===== src/rtl/edge_arb_pkg.sv =====
// Shared types and defaults for the edge event arbiter.
//   - EDGE_ARB_N  : default number of level input channels
//   - det_state_e : per-channel rising-edge detector state (2'b11 is unused
//                   and treated as ZERO by the detector)
//   - arb_state_e : round-robin arbiter state
package edge_arb_pkg;

  localparam int EDGE_ARB_N = 4;

  typedef enum logic [1:0] {
    DET_ZERO = 2'b00,
    DET_EDGE = 2'b01,
    DET_ONE  = 2'b10
  } det_state_e;

  typedef enum logic {
    ARB_IDLE  = 1'b0,
    ARB_OFFER = 1'b1
  } arb_state_e;

endpackage


===== src/rtl/edge_tick_fsm.sv =====
// One channel of the edge event front end: a 2-flop synchronizer followed by
// a 3-state Moore rising-edge detector.
//   clk   : system clock
//   reset : asynchronous, active-high reset
//   level : raw asynchronous level input
//   tick  : high for exactly one cycle per rising edge of the synchronized level
module edge_tick_fsm
  import edge_arb_pkg::*;
(
  input  logic clk,
  input  logic reset,
  input  logic level,
  output logic tick
);

  logic       s1_q;
  logic       s2_q;
  det_state_e det_q;
  det_state_e det_d;

  always_ff @(posedge clk or posedge reset) begin
    if (reset) begin
      s1_q  <= 1'b0;
      s2_q  <= 1'b0;
      det_q <= DET_ZERO;
    end else begin
      s1_q  <= level;
      s2_q  <= s1_q;
      det_q <= det_d;
    end
  end

  always_comb begin
    det_d = DET_ZERO;
    case (det_q)
      DET_ZERO: det_d = s2_q ? DET_EDGE : DET_ZERO;
      DET_EDGE: det_d = s2_q ? DET_ONE  : DET_ZERO;
      DET_ONE:  det_d = s2_q ? DET_ONE  : DET_ZERO;
      // The unused encoding behaves exactly like ZERO.
      default:  det_d = s2_q ? DET_EDGE : DET_ZERO;
    endcase
  end

  assign tick = (det_q == DET_EDGE);

endmodule


===== src/rtl/edge_event_arbiter.sv =====
// Turns rising edges on N asynchronous level inputs into queued events and
// hands them one at a time to a single consumer with round-robin priority.
//   clk       : system clock
//   reset     : asynchronous, active-high reset
//   level     : [N-1:0] raw asynchronous level inputs
//   ev_ready  : consumer accepts the offered event
//   clear_ovf : one-cycle pulse clearing all overflow flags
//   ev_valid  : an event is offered on ev_id
//   ev_id     : [IDW-1:0] channel of the offered event
//   pending   : [N-1:0] per-channel queued-event flags
//   overflow  : [N-1:0] sticky, an edge arrived while already pending
module edge_event_arbiter
  import edge_arb_pkg::*;
#(
  parameter int N   = EDGE_ARB_N,
  parameter int IDW = $clog2(N)
) (
  input  logic           clk,
  input  logic           reset,
  input  logic [N-1:0]   level,
  input  logic           ev_ready,
  input  logic           clear_ovf,
  output logic           ev_valid,
  output logic [IDW-1:0] ev_id,
  output logic [N-1:0]   pending,
  output logic [N-1:0]   overflow
);

  logic [N-1:0]   tick;
  logic [N-1:0]   load;
  logic [N-1:0]   new_ovf;
  logic [N-1:0]   pending_q,  pending_d;
  logic [N-1:0]   overflow_q, overflow_d;

  arb_state_e     state_q, state_d;
  logic           ev_valid_q, ev_valid_d;
  logic [IDW-1:0] ev_id_q, ev_id_d;
  logic [IDW-1:0] last_grant_q, last_grant_d;

  logic [IDW-1:0] pick;
  logic           pick_found;
  logic           arb_load;
  int             idx;

  genvar gi;
  generate
    for (gi = 0; gi < N; gi++) begin : g_chan
      edge_tick_fsm u_tick (
        .clk   (clk),
        .reset (reset),
        .level (level[gi]),
        .tick  (tick[gi])
      );

      assign load[gi] = arb_load && (int'(pick) == gi);

      // A grant wins over a simultaneous tick: the new edge simply keeps the
      // channel queued, so it is not an overflow.
      assign pending_d[gi]  = load[gi] ? tick[gi] : (tick[gi] | pending_q[gi]);
      assign new_ovf[gi]    = tick[gi] & pending_q[gi] & ~load[gi];
      assign overflow_d[gi] = new_ovf[gi] | (overflow_q[gi] & ~clear_ovf);
    end
  endgenerate

  // Round-robin search: first pending channel strictly after last_grant,
  // wrapping modulo N (last_grant itself is checked last).
  always_comb begin
    pick       = '0;
    pick_found = 1'b0;
    idx        = 0;
    for (int k = 1; k <= N; k++) begin
      idx = int'(last_grant_q) + k;
      if (idx >= N) idx = idx - N;
      if (!pick_found && pending_q[IDW'(idx)]) begin
        pick_found = 1'b1;
        pick       = IDW'(idx);
      end
    end
  end

  always_comb begin
    state_d      = state_q;
    ev_valid_d   = ev_valid_q;
    ev_id_d      = ev_id_q;
    last_grant_d = last_grant_q;
    arb_load     = 1'b0;
    case (state_q)
      ARB_IDLE: begin
        ev_valid_d = 1'b0;
        if (pick_found) begin
          arb_load   = 1'b1;
          ev_id_d    = pick;
          ev_valid_d = 1'b1;
          state_d    = ARB_OFFER;
        end
      end
      ARB_OFFER: begin
        // Returning to IDLE after acceptance creates the one-cycle bubble.
        if (ev_valid_q && ev_ready) begin
          last_grant_d = ev_id_q;
          ev_valid_d   = 1'b0;
          state_d      = ARB_IDLE;
        end
      end
      default: begin
        ev_valid_d = 1'b0;
        state_d    = ARB_IDLE;
      end
    endcase
  end

  always_ff @(posedge clk or posedge reset) begin
    if (reset) begin
      state_q      <= ARB_IDLE;
      ev_valid_q   <= 1'b0;
      ev_id_q      <= '0;
      last_grant_q <= IDW'(N - 1);
      pending_q    <= '0;
      overflow_q   <= '0;
    end else begin
      state_q      <= state_d;
      ev_valid_q   <= ev_valid_d;
      ev_id_q      <= ev_id_d;
      last_grant_q <= last_grant_d;
      pending_q    <= pending_d;
      overflow_q   <= overflow_d;
    end
  end

  assign ev_valid = ev_valid_q;
  assign ev_id    = ev_id_q;
  assign pending  = pending_q;
  assign overflow = overflow_q;

endmodule


===== config.mk =====
export PLATFORM = sky130hd
export DESIGN_NAME = edge_event_arbiter
export DESIGN_NICKNAME = d
export VERILOG_FILES = /design/src/rtl/edge_arb_pkg.sv /design/src/rtl/edge_tick_fsm.sv /design/src/rtl/edge_event_arbiter.sv
export SDC_FILE = /design/constraint.sdc
export NUM_CORES = 1
export LEC_CHECK = 0
export CORE_ASPECT_RATIO = 0.9
export CORE_UTILIZATION = 55
export CTS_BUF_LIST = sky130_fd_sc_hd__clkbuf_16
export DETAILED_ROUTE_END_ITERATION = 10
export GPL_TIMING_DRIVEN = 0
export PLACE_DENSITY = 0.8
export SYNTH_ARGS = -nofsm -noshare
export SYNTH_HDL_FRONTEND = slang
export SYNTH_HIERARCHICAL = 1
export SYNTH_SLANG_ARGS = --single-unit

===== constraint.sdc =====
create_clock -name clk -period 3.55 [get_ports clk]
set_input_delay 0.71 -clock clk [delete_from_list [all_inputs] [get_ports clk]]
set_output_delay 0.71 -clock clk [all_outputs]
set_load 0.005 [all_outputs]

After elaboration in Yosys (flattened, before gate mapping)
Index checks and enable logic that the tools add are counted.
Storage, ports and cells
  flip-flop bits (word level): 30
  input bits: 8
  output and inout bits: 11
  logic and storage cells: 136
Cells by class
  add/subtract/negate cells: 8
  order comparisons: 8
  eq/ne operators: 12
  mux-type cells: 46
  bitwise logic cells: 26
  reductions and logical operators: 18
Operators with widths (count)
  $mux W2: 16
  $mux W1: 24
  $lt A2 B4 Y1 const B: 4
  $and A1 B1 Y1: 12
  $eq A2 B2 Y1 const B: 6
  $eq A2 B1 Y1 const B: 5
  $ge A3 B3 Y1 const B: 3
  $bmux W1 S2: 4
  $logic_and A1 B1 Y1: 8
  $or A1 B1 Y1: 8
  $reduce_or A2 Y1: 4
  $sub A2 B1 Y2 const B: 4
  $add A2 B2 Y3 const B: 2
  $not A1 Y1: 6
  $add A2 B3 Y4 const B: 1
  $ge A4 B3 Y1 const B: 1
  $pmux W1 S2: 2
  $reduce_and A2 Y1: 2
  $add A2 B1 Y3 const B: 1
  $logic_not A1 Y1: 3
  $logic_not A2 Y1: 1
  $ne A2 B1 Y1 const B: 1

Logic depth before layout (Yosys ltp)
Gate-level depths: netlist (run 1).
  depth after elaboration: 22
  depth in mapped cells: 5
  depth with buffers taken out: 5

By module
The synthesis (run 1) kept the hierarchy.
Modules (own cells, without submodules)
  edge_event_arbiter: instances 1, cells an instance 72, area an instance 690.7 um^2
  edge_tick_fsm: instances 4, cells an instance 9, area an instance 136.4 um^2

Least setup slack after synthesis (run 1)
OpenSTA, ideal clock, no wires.
  path kind: reg2reg
  start point: register last_grant_q[1]
  end point: register overflow_q[2] (netlist: overflow[2])
  library setup time: 0.132 ns
  arrival time: 1.160 ns
  required time: 3.418 ns
  slack: 2.258 ns
  cell stages (with the launch flop): 5
  period minus slack after synthesis: 1.292 ns
  path through: dfstp_2 mux2i_1 o22a_1 o21a_1 o211ai_1
Between the ends
  longest elaborated chain between the ends: 22
Ends and longest elaborated chain
  start, declared: RTL line edge_event_arbiter.sv:38  | logic [IDW-1:0] last_grant_q, last_grant_d;
  start signal, assigned: RTL line edge_event_arbiter.sv:117  | last_grant_q <= IDW'(N - 1);
  start signal, assigned: RTL line edge_event_arbiter.sv:124  | last_grant_q <= last_grant_d;
  $add A2 B1 Y3: RTL line edge_event_arbiter.sv:72  | idx = int'(last_grant_q) + k;
  $ge A3 B3 Y1 / $sub A2 B1 Y2 (equally long branches): RTL line edge_event_arbiter.sv:73  | if (idx >= N) idx = idx - N;
  $mux W2: RTL line edge_event_arbiter.sv:73
  $bmux W1 S2: RTL line edge_event_arbiter.sv:74  | if (!pick_found && pending_q[IDW'(idx)]) begin
  $mux W1 (implied by the code) (2 in a row): RTL line edge_event_arbiter.sv:74
  $mux W1: RTL line edge_event_arbiter.sv:74
  $logic_not A1 Y1: RTL line edge_event_arbiter.sv:74
  $logic_and A1 B1 Y1: RTL line edge_event_arbiter.sv:74
  [6 not listed]
  $mux W1: RTL line edge_event_arbiter.sv:74
  $mux W1: RTL line edge_event_arbiter.sv:90  | if (pick_found) begin
  $mux W1: RTL line edge_event_arbiter.sv:87  | case (state_q)
  $logic_and A1 B1 Y1 *: RTL line edge_event_arbiter.sv:55  | assign load[gi] = arb_load && (int'(pick) == gi);
  $not A1 Y1 *: RTL line edge_event_arbiter.sv:60  | assign new_ovf[gi] = tick[gi] & pending_q[gi] & ~load[gi];
  $and A1 B1 Y1 *: RTL line edge_event_arbiter.sv:60
  $or A1 B1 Y1 *: RTL line edge_event_arbiter.sv:61  | assign overflow_d[gi] = new_ovf[gi] | (overflow_q[gi] & ~clear_ovf);
  via overflow_d[2]: RTL line edge_event_arbiter.sv:33  | logic [N-1:0] overflow_q, overflow_d;
  end signal, assigned: RTL line edge_event_arbiter.sv:126  | overflow_q <= overflow_d;
  end, declared: RTL line edge_event_arbiter.sv:33
The timed path passes the listed nets; every way through them passes the cells marked *. The select of a mux whose other input is x is not followed.
A chain may end at the register's enable or synchronous reset.

Final worst setup path (run 1)
  start point: register pending_q[3] (netlist: pending[3])
  end point: output port pending[3]
RTL lines
  start, declared: RTL line edge_event_arbiter.sv:32  | logic [N-1:0] pending_q, pending_d;
  start signal, assigned: RTL line edge_event_arbiter.sv:125  | pending_q <= pending_d;
  end, declared: RTL line edge_event_arbiter.sv:25  | output logic [N-1:0] pending,
No word-level cell between the ends.

==> metrics.yaml, run 1 <==
status: "finished, final reports clean"
start_util: 0.616
dr.first_iter.drc_count: 24
crit_arrival_ps: 1310
maxCapViolCount: 0
slew_headroom: 0.653
path_class: "reg -> out"
endpoint: "pending[3]"
io_buffers: 18
ys_async_sr_fraction: 1.00
synth-main-ff-cell: "dfrtp_1"
max_slew.worst_pin.slew_ps: 520
wl_per_cell_um: 15.4
slew_violations: 0
cp_max_fo: 8
p_clk_frac: 0.302
clock_latency_ps: 270
r2r_slack_ps: 2070
clock-sinks: 30
antenna_found_initial: 0
ys_seq_elements: 30
combPwrFrac: 0.338
grt_overflow: 0
fin_util: 0.803
finalHoldWorstSlack_ps: 353
r2r_end: "overflow[3]"
routed_wl_um: 2440
ys_types: 28
p_sw_frac: 0.309
cts_setup_buffers: 0
final_nets: 145
worstReg2RegStart: "last_grant_q[1]"
synthTopCellsByArea: "dfrtp_1, dfstp_2, ha_1"
setup_tns_ps: 0
grt_setup_unrepaired: "false"
syn_area_um2: 1240
crit_start: "pending[3]"
hold_viol: 0
finClkSkew_ps: 5.04
timing.fmax_ghz: 0.495
slowest_stage: "clkdlybuf4s50_1"
die_area_um2: 2440
place_congestion: 0.818
synth_top_area_cell: "dfrtp_1"
path_cells: "clkdlybuf4s50_1"
hold_class: "reg -> reg"
cpPeakStageDelay_ps: 550
reg2regPathDepth: 4
ctsResizeCount: 0
die_w_um: 52.0
holdBufCountCts: 0
cts-root-buf: "clkbuf_16"
power.internal_mw: 1.07
postSynthCellCount: 108
yosysSeqAreaShare: 0.609
finalCriticalPeriod_ps: 2020
hpwl_um: 1650
vdd_drop_max_v: 0.000788
num_antenna_cells: 0
grt_pass1_vias: 879
cp-end-kind: "output pin"
drc: 0
critPathBufInv: 1
final_cell_mix: "dfrtp_1, clkdlybuf4s50_1, nor2_1, inv_1, nand2_1"
drive_gt1_frac: 0.157
leakagePower_nw: 0.722
synth_edf_count: 0
clockBufferDepth: 2
clk_pin_slew_worst_paths_ps: 50
finalSetupViolCount: 0
core_region_area_um2: 2010
rows: 15
grt_pass1_wl_um: 3950
cts_buffers: 5
num_vias: 887
yosysWarnings: 6
firstDrtPassIters: 4
ctsHtreeMaxLevel: 2
cp_data_required_time_ps: 2840
grt_max_degree: 15
synth_top_area_frac: 0.567
die_h_um: 47.0
ios: 19
area_delta_synth_final_pct: 30.5
syn_area_per_cell_um2: 11.4
powerDensity_nw_per_um2: 962
cpLargestDelayFamily: "buffers and inverters"
detail-route-antenna-nets: 0
path_depth: 1
grtUsageTotal: 0.247
final_common_cell: "dfrtp_1"
syn_nets: 120
p_sw_uw: 479
worstSetupStartpointType: "flip-flop"
via_per_inst: 5.58
cts_tree: "done"
period_share: 0.569
seqPwrFrac: 0.360
==> metrics by stage <==
stage	power, mW	cell area (um^2)	cells	setup slack [ps]
finish	1.55	1610	159	1530
global route	1.64	1610	159	1500
CTS	1.56	1610	159	1540
detailed placement	1.08	1450	151	1780
global placement	1.04	1450	151	1800
floorplan	0.858	1240	108	2260
==> layout make-up <==
class                   instances  area, um^2
plain buffers                   1        5.00
clock buffers                   5         125
clock inverters                 3        40.0
fillers                       124         395
inverters                       9        33.8
multi-input cells              68         444
flip-flops and latches         30         753
well taps                      25        31.3
repair buffers                 18         180
==> state kept, by name, indices dropped and copies added (netlist names) <==
register / cells
ev_id: 2
pending: 4
state_q: 1
g_chan.u_tick/det_q: 8
g_chan.u_tick/s2_q: 4
g_chan.u_tick/s1_q: 4
overflow: 4
ev_valid: 1
last_grant_q: 2
==> cell families (layout without fill, tap and decap cells) <==
| kind of cell | count (synthesis) | count (layout) | synth area share |
|---|---|---|---|
| mux | 3 | 3 | 0.0263 |
| fa+ha+maj | 4 | 4 | 0.0405 |
| simple gates | 37 | 37 | 0.163 |
| flops | 30 | 30 | 0.609 |
| compound gates | 24 | 24 | 0.130 |
| buf+inv | 10 | 36 | 0.0314 |
==> routing by layer <==
| metal | vias to the layer above | track usage | part of all wire |
|---|---|---|---|
| li1 | 418 | - | - |
| met5 | - | 0 | 0 |
| met1 | 432 | 0.272 | 0.41 |
| met4 | 0 | 0.0973 | 0.013 |
| met3 | 4 | 0.110 | 0.058 |
| met2 | 33 | 0.426 | 0.51 |
==> worst min path at each step <==
stage / to / start / cells after the start / slack, ps
after floorplan: g_chan[0].u_tick/s2_q / g_chan[0].u_tick/s1_q / 0 / 330
after global placement: g_chan[2].u_tick/s2_q / g_chan[2].u_tick/s1_q / 0 / 330
after detailed placement: g_chan[1].u_tick/s2_q / g_chan[1].u_tick/s1_q / 0 / 340
after CTS: g_chan[3].u_tick/s2_q / g_chan[3].u_tick/s1_q / 0 / 360
after global routing: g_chan[1].u_tick/s2_q / g_chan[1].u_tick/s1_q / 0 / 360
final: g_chan[3].u_tick/s2_q / g_chan[3].u_tick/s1_q / 0 / 350
==> synthesized netlist by cell type, types with 2 or more instances <==
| master | number |
|---|---|
| and2b_2 | 4 |
| o21a_1 | 2 |
| nand2_1 | 8 |
| a211o_1 | 2 |
| o211ai_1 | 2 |
| a21oi_1 | 4 |
| dfstp_2 | 2 |
| dfrtp_1 | 28 |
| a31oi_1 | 4 |
| mux2_1 | 2 |
| o21bai_1 | 2 |
| nor2_1 | 9 |
| nor2b_1 | 3 |
| o21ai_1 | 4 |
| inv_1 | 9 |
| ha_1 | 4 |
| nand2b_1 | 4 |
| nor3_1 | 2 |
| and2_2 | 4 |
==> power by group through the flow <==
stage / clock network (mW) / logic, mW / registers, mW
2_1_floorplan: 0 / 0.312 / 0.546
3_3_place_gp: 0 / 0.486 / 0.554
5_1_grt: 0.491 / 0.577 / 0.572
3_5_place_dp: 0 / 0.514 / 0.561
6_report: 0.468 / 0.525 / 0.558
4_1_cts: 0.470 / 0.529 / 0.559
(Power assumes the default switching activity.)
==> inputs of run 2 (changes only) <==
--- a/config.mk
+++ b/config.mk
@@ -6,11 +6,11 @@
 export NUM_CORES = 1
 export LEC_CHECK = 0
 export CORE_ASPECT_RATIO = 0.9
-export CORE_UTILIZATION = 55
+export CORE_UTILIZATION = 51
 export CTS_BUF_LIST = sky130_fd_sc_hd__clkbuf_16
 export DETAILED_ROUTE_END_ITERATION = 10
 export GPL_TIMING_DRIVEN = 0
-export PLACE_DENSITY = 0.8
+export PLACE_DENSITY = 0.75
 export SYNTH_ARGS = -nofsm -noshare
 export SYNTH_HDL_FRONTEND = slang
 export SYNTH_HIERARCHICAL = 1
==> constraint.sdc (replaced) <==
create_clock -name clk -period 1.9 [get_ports clk]
set_input_delay 0.38 -clock clk [delete_from_list [all_inputs] [get_ports clk]]
set_output_delay 0.38 -clock clk [all_outputs]
set_load 0.005 [all_outputs]
==> metrics.yaml, run 2 (synthesis results as in run 1) <==
status: "finished, final reports clean"
min_from: "g_chan[2].u_tick/s1_q"
slowest_stage: "clkdlybuf4s50_1"
wl_per_cell_um: 14.5  # -5.8%
ctsResizeCount: 0  # unchanged
finalHoldWorstSlack_ps: 344  # -9.16 ps
powerDensity_nw_per_um2: 1780  # +85%
final_cell_count_no_fill: 160  # +0.63%
worstReg2RegStart: "last_grant_q[1]"
grtUsageTotal: 0.214  # -0.0326
slew_violations: 0  # unchanged
largest_reg_flops: 8  # unchanged
power.internal_mw: 2.00  # +86%
p_sw_uw: 863  # +80%
finalSetupViolCount: 0  # unchanged
clk_pin_slew_worst_paths_ps: 50  # about the same
start_util: 0.556  # -0.0593
finClkSkew_ps: 3.27  # -1.77 ps
die_area_um2: 2620  # +7.5%
drive_gt1_frac: 0.143  # -0.0139
hold_viol: 0  # unchanged
critPathBufInv: 1  # unchanged
period_share: 0.884
rows: 16  # +1
final_common_cell: "dfrtp_1"
p_clk_frac: 0.296  # -0.006
hold_class: "reg -> reg"
timing.fmax_ghz: 0.596
fin_util: 0.724  # -0.0790
final_cell_mix: "dfrtp_1, clkdlybuf4s50_1, nor2_1, inv_1, nand2_1"
ctsHtreeMaxLevel: 2  # unchanged
cts_tree: "done"
area_delta_synth_final_pct: 30.2
holdBufCountCts: 0  # unchanged
ios: 19  # unchanged
num_vias: 857  # -3.4%
max_slew.worst_pin.slew_ps: 558  # +38.0 ps
final_nets: 145  # unchanged
cts_setup_buffers: 0  # unchanged
crit_start: "pending[3]"
hold_depth: 0  # unchanged
path_depth: 1  # unchanged
firstDrtPassIters: 4  # unchanged
maxCapViolCount: 0  # unchanged
cpLargestDelayFamily: "buffers and inverters"
cp_max_fo: 8  # unchanged
drc: 0  # unchanged
die_w_um: 53.9  # +3.7%
path_cells: "clkdlybuf4s50_1"
leakagePower_nw: 0.715  # -0.87%
clock_latency_ps: 270  # about the same
clock-sinks: 30  # unchanged
routed_wl_um: 2320  # -5.2%
die_h_um: 48.7  # +3.7%
grt_overflow: 0  # unchanged
path_class: "reg -> out"
dr.first_iter.drc_count: 23  # -4.2%
io_buffers: 18  # unchanged
cp-end-kind: "output pin"
antenna_found_initial: 0  # unchanged
placed_cells: 153  # +1.3%
combPwrFrac: 0.338  # about the same
place_congestion: 0.694  # -15%
cp_data_required_time_ps: 1520  # -1320 ps
top_register: "g_chan.u_tick/det_q"
finalCriticalPeriod_ps: 1680
hpwl_um: 1660  # +0.39%
vdd_drop_max_v: 0.00134  # +70%
fillers: 160  # +29%
setup_tns_ps: 0  # unchanged
via_per_inst: 5.36  # -4.0%
seqPwrFrac: 0.366  # +0.006
multi_input_area_um2: 444  # unchanged
reg2regPathDepth: 4  # unchanged
cts_buffers: 5  # unchanged
cpPeakStageDelay_ps: 550  # about the same
p_sw_frac: 0.302  # -0.00687
detail-route-antenna-nets: 0  # unchanged
core_region_area_um2: 2220  # +11%
crit_arrival_ps: 1300  # about the same
grt_max_degree: 15  # unchanged
grt_pass1_wl_um: 3860  # -2.1%
clockBufferDepth: 2  # unchanged
slew_headroom: 0.628  # -0.0254
grt_pass1_vias: 841  # -4.3%
cts-root-buf: "clkbuf_16"
regArea_um2: 753  # unchanged
worstSetupStartpointType: "flip-flop"
num_antenna_cells: 0  # unchanged
grt_setup_unrepaired: "false"
## run 2: through the flow
step,worst slack (ps),instance area [um^2],power [mW]
after global placement,478,1450,1.95
after CTS,230,1610,2.88
after global routing,184,1610,3.02
after floorplan,608,1240,1.60
final,221,1610,2.86
after detailed placement,451,1450,2.00
## run 2: layer usage
layer / vias up / routed length, um / track usage
met1: 414 / 960 / 0.265
li1: 412 / - / -
met4: 0 / 46 / 0.118
met3: 7 / 118 / 0.0660
met5: - / 0 / 0
met2: 24 / 1190 / 0.325
## run 2: path summary, 6_finish.rpt
kind | to | slack (ps)
setup / recovery | pending[3] | 220
hold reg to reg | g_chan[2].u_tick/s2_q | 340
hold / removal | g_chan[2].u_tick/s2_q | 340
max in group asynchronous | last_grant_q[0] | 920
setup reg to reg | overflow[2] | 430
min in group asynchronous | g_chan[0].u_tick/s2_q | 430
## run 2: power groups by stage
stage / clock network, mW / logic, mW / registers, mW
2_1_floorplan: 0 / 0.583 / 1.02
3_3_place_gp: 0 / 0.912 / 1.04
3_5_place_dp: 0 / 0.951 / 1.05
4_1_cts: 0.867 / 0.968 / 1.04
5_1_grt: 0.890 / 1.06 / 1.07
6_report: 0.847 / 0.965 / 1.05
## run 2: area by class of cell
cell class	count	share of cell area
Inverter	9	0.0210
Clock inverter	2	0.0210
Timing Repair Buffer	18	0.112
Sequential cell	30	0.468
Tap cell	27	0.0210
Buffer	1	0.00311
Clock buffer	5	0.0778
Multi-Input combinational cell	68	0.276
==> inputs of run 3 (changes only) <==
--- a/config.mk
+++ b/config.mk
@@ -6,9 +6,10 @@
 export NUM_CORES = 1
 export LEC_CHECK = 0
 export CORE_ASPECT_RATIO = 0.9
-export CORE_UTILIZATION = 51
+export CORE_UTILIZATION = 60
 export CTS_BUF_LIST = sky130_fd_sc_hd__clkbuf_16
 export DETAILED_ROUTE_END_ITERATION = 10
+export DONT_BUFFER_PORTS = 1
 export GPL_TIMING_DRIVEN = 0
 export PLACE_DENSITY = 0.75
 export SYNTH_ARGS = -nofsm -noshare
==> metrics.yaml, run 3 (synthesis results as in run 1) <==
status: "finished, final reports clean"
cts_buffers: 5  # unchanged
firstDrtPassIters: 4  # unchanged
top_register: "g_chan.u_tick/det_q"
finalCriticalPeriod_ps: 1530  # -146 ps
max_slew.worst_pin.slew_ps: 537  # -21.3 ps
slew_violations: 0  # unchanged
ctsHtreeMaxLevel: 2  # unchanged
path_class: "reg -> reg"
maxCapViolCount: 0  # unchanged
grtUsageTotal: 0.236  # +0.0214
p_clk_frac: 0.284  # -0.012
clk_pin_slew_worst_paths_ps: 50  # about the same
largest_reg_flops: 8  # unchanged
place_congestion: 0.761  # +9.6%
rows: 15  # -1
crit_arrival_ps: 1670  # +370 ps
combPwrFrac: 0.290  # -0.048
drive_gt1_frac: 0.154  # +0.0110
grt_overflow: 0  # unchanged
seqPwrFrac: 0.426  # +0.060
die_area_um2: 2250  # -14%
ios: 19  # unchanged
grt_pass1_vias: 786  # -6.5%
holdBufCountCts: 1  # +1
wl_per_cell_um: 15.4  # +6.6%
final_common_cell: "dfrtp_1"
area_delta_synth_final_pct: 14.4
grt_setup_unrepaired: "false"
routed_wl_um: 2190  # -5.4%
num_antenna_cells: 0  # unchanged
p_sw_uw: 831  # -3.7%
cts_tree: "done"
hold_viol: 0  # unchanged
slew_headroom: 0.642  # +0.0142
core_region_area_um2: 1930  # -13%
die_h_um: 45.1  # -7.5%
timing.fmax_ghz: 0.652  # +9.5%
dr.first_iter.drc_count: 10  # -57%
final_nets: 128  # -12%
cp_max_fo: 7  # -1
finalHoldWorstSlack_ps: 39.9  # -304 ps
worstSetupStartpointType: "flip-flop"
ctsResizeCount: 0  # unchanged
period_share: 0.807  # -0.0767
setup_tns_ps: 0  # unchanged
die_w_um: 49.8  # -7.5%
cts-root-buf: "clkbuf_16"
grt_pass1_wl_um: 3530  # -8.6%
finClkSkew_ps: 5.06  # +1.79 ps
hpwl_um: 1590  # -4.0%
clock-sinks: 30  # unchanged
clock_latency_ps: 270  # about the same
powerDensity_nw_per_um2: 1770  # -0.13%
detail-route-antenna-nets: 0  # unchanged
antenna_found_initial: 0  # unchanged
p_sw_frac: 0.331  # +0.0293
cp_data_required_time_ps: 2030  # +510 ps
via_per_inst: 5.70  # +6.4%
clockBufferDepth: 2  # unchanged
hold_class: "in -> async"
power.internal_mw: 1.68  # -16%
grt_max_degree: 15  # unchanged
vdd_drop_max_v: 0.00142  # +6.1%
finalSetupViolCount: 0  # unchanged
cp-end-kind: "flip-flop"
leakagePower_nw: 0.637  # -11%
final_cell_mix: "dfrtp_1, nor2_1, inv_1, nand2_1, clkbuf_16"
drc: 0  # unchanged
start_util: 0.639  # +0.0832
cts_setup_buffers: 0  # unchanged
io_buffers: 0  # -18
num_vias: 809  # -5.6%
run 3: power groups by stage:
stage / sequential (mW) / combinational (mW) / clock (mW)
after CTS: 1.07 / 0.723 / 0.729
after global routing: 1.10 / 0.798 / 0.758
after floorplan: 1.02 / 0.583 / 0
after global placement: 1.06 / 0.668 / 0
after detailed placement: 1.08 / 0.714 / 0
final: 1.07 / 0.727 / 0.712
run 3: layout make-up:
type / count / area (um^2)
clock buffer: 5 / 125
timing repair buffer: 1 / 10.0
multi-input combinational: 68 / 444
inverter: 9 / 33.8
clock inverter: 3 / 11.3
fill: 149 / 519
tap: 25 / 31.3
sequential: 30 / 753
buffer: 1 / 5.00
run 3: per-stage QoR:
| stage | total power [mW] | cell area [um^2] | cells | utilization | setup slack, ps |
|---|---|---|---|---|---|
| after floorplan | 1.60 | 1240 | 108 | - | 608 |
| final | 2.51 | 1410 | 142 | 0.731 | 367 |
| after global placement | 1.73 | 1270 | 133 | 0.656 | 503 |
| after global routing | 2.66 | 1410 | 142 | 0.731 | 289 |
| after CTS | 2.52 | 1410 | 142 | 0.731 | 374 |
| after detailed placement | 1.80 | 1270 | 133 | 0.656 | 378 |
run 3: worst paths after layout:
| kind | from | end | slack (ps) | cells past startpoint |
|---|---|---|---|---|
| min in group clk | level[2] | g_chan[2].u_tick/s1_q | 140 | 0 |
| hold reg to reg | g_chan[3].u_tick/s1_q | g_chan[3].u_tick/s2_q | 350 | 0 |
| hold / removal | reset | pending[0] | 40 | 1 |
| setup reg to reg | last_grant_q[1] | overflow[2] | 370 | 4 |
| max in group asynchronous | reset | g_chan[2].u_tick/det_q[0] | 1210 | 2 |
| setup / recovery | last_grant_q[1] | overflow[2] | 370 | 4 |
run 3: metal layers:
metal / wire length (um) / vias up / track usage
li1: - / 376 / -
met1: 946 / 412 / 0.273
met2: 1120 / 16 / 0.376
met3: 96 / 5 / 0.108
met4: 32 / 0 / 0.120
met5: 0 / - / 0
run 3: worst max-delay path: stages, from the launching register on:
cell	delay, ps
dfstp_2	600
mux2i_1	220
o22a_1	180
o21a_1	240
o211ai_1	150
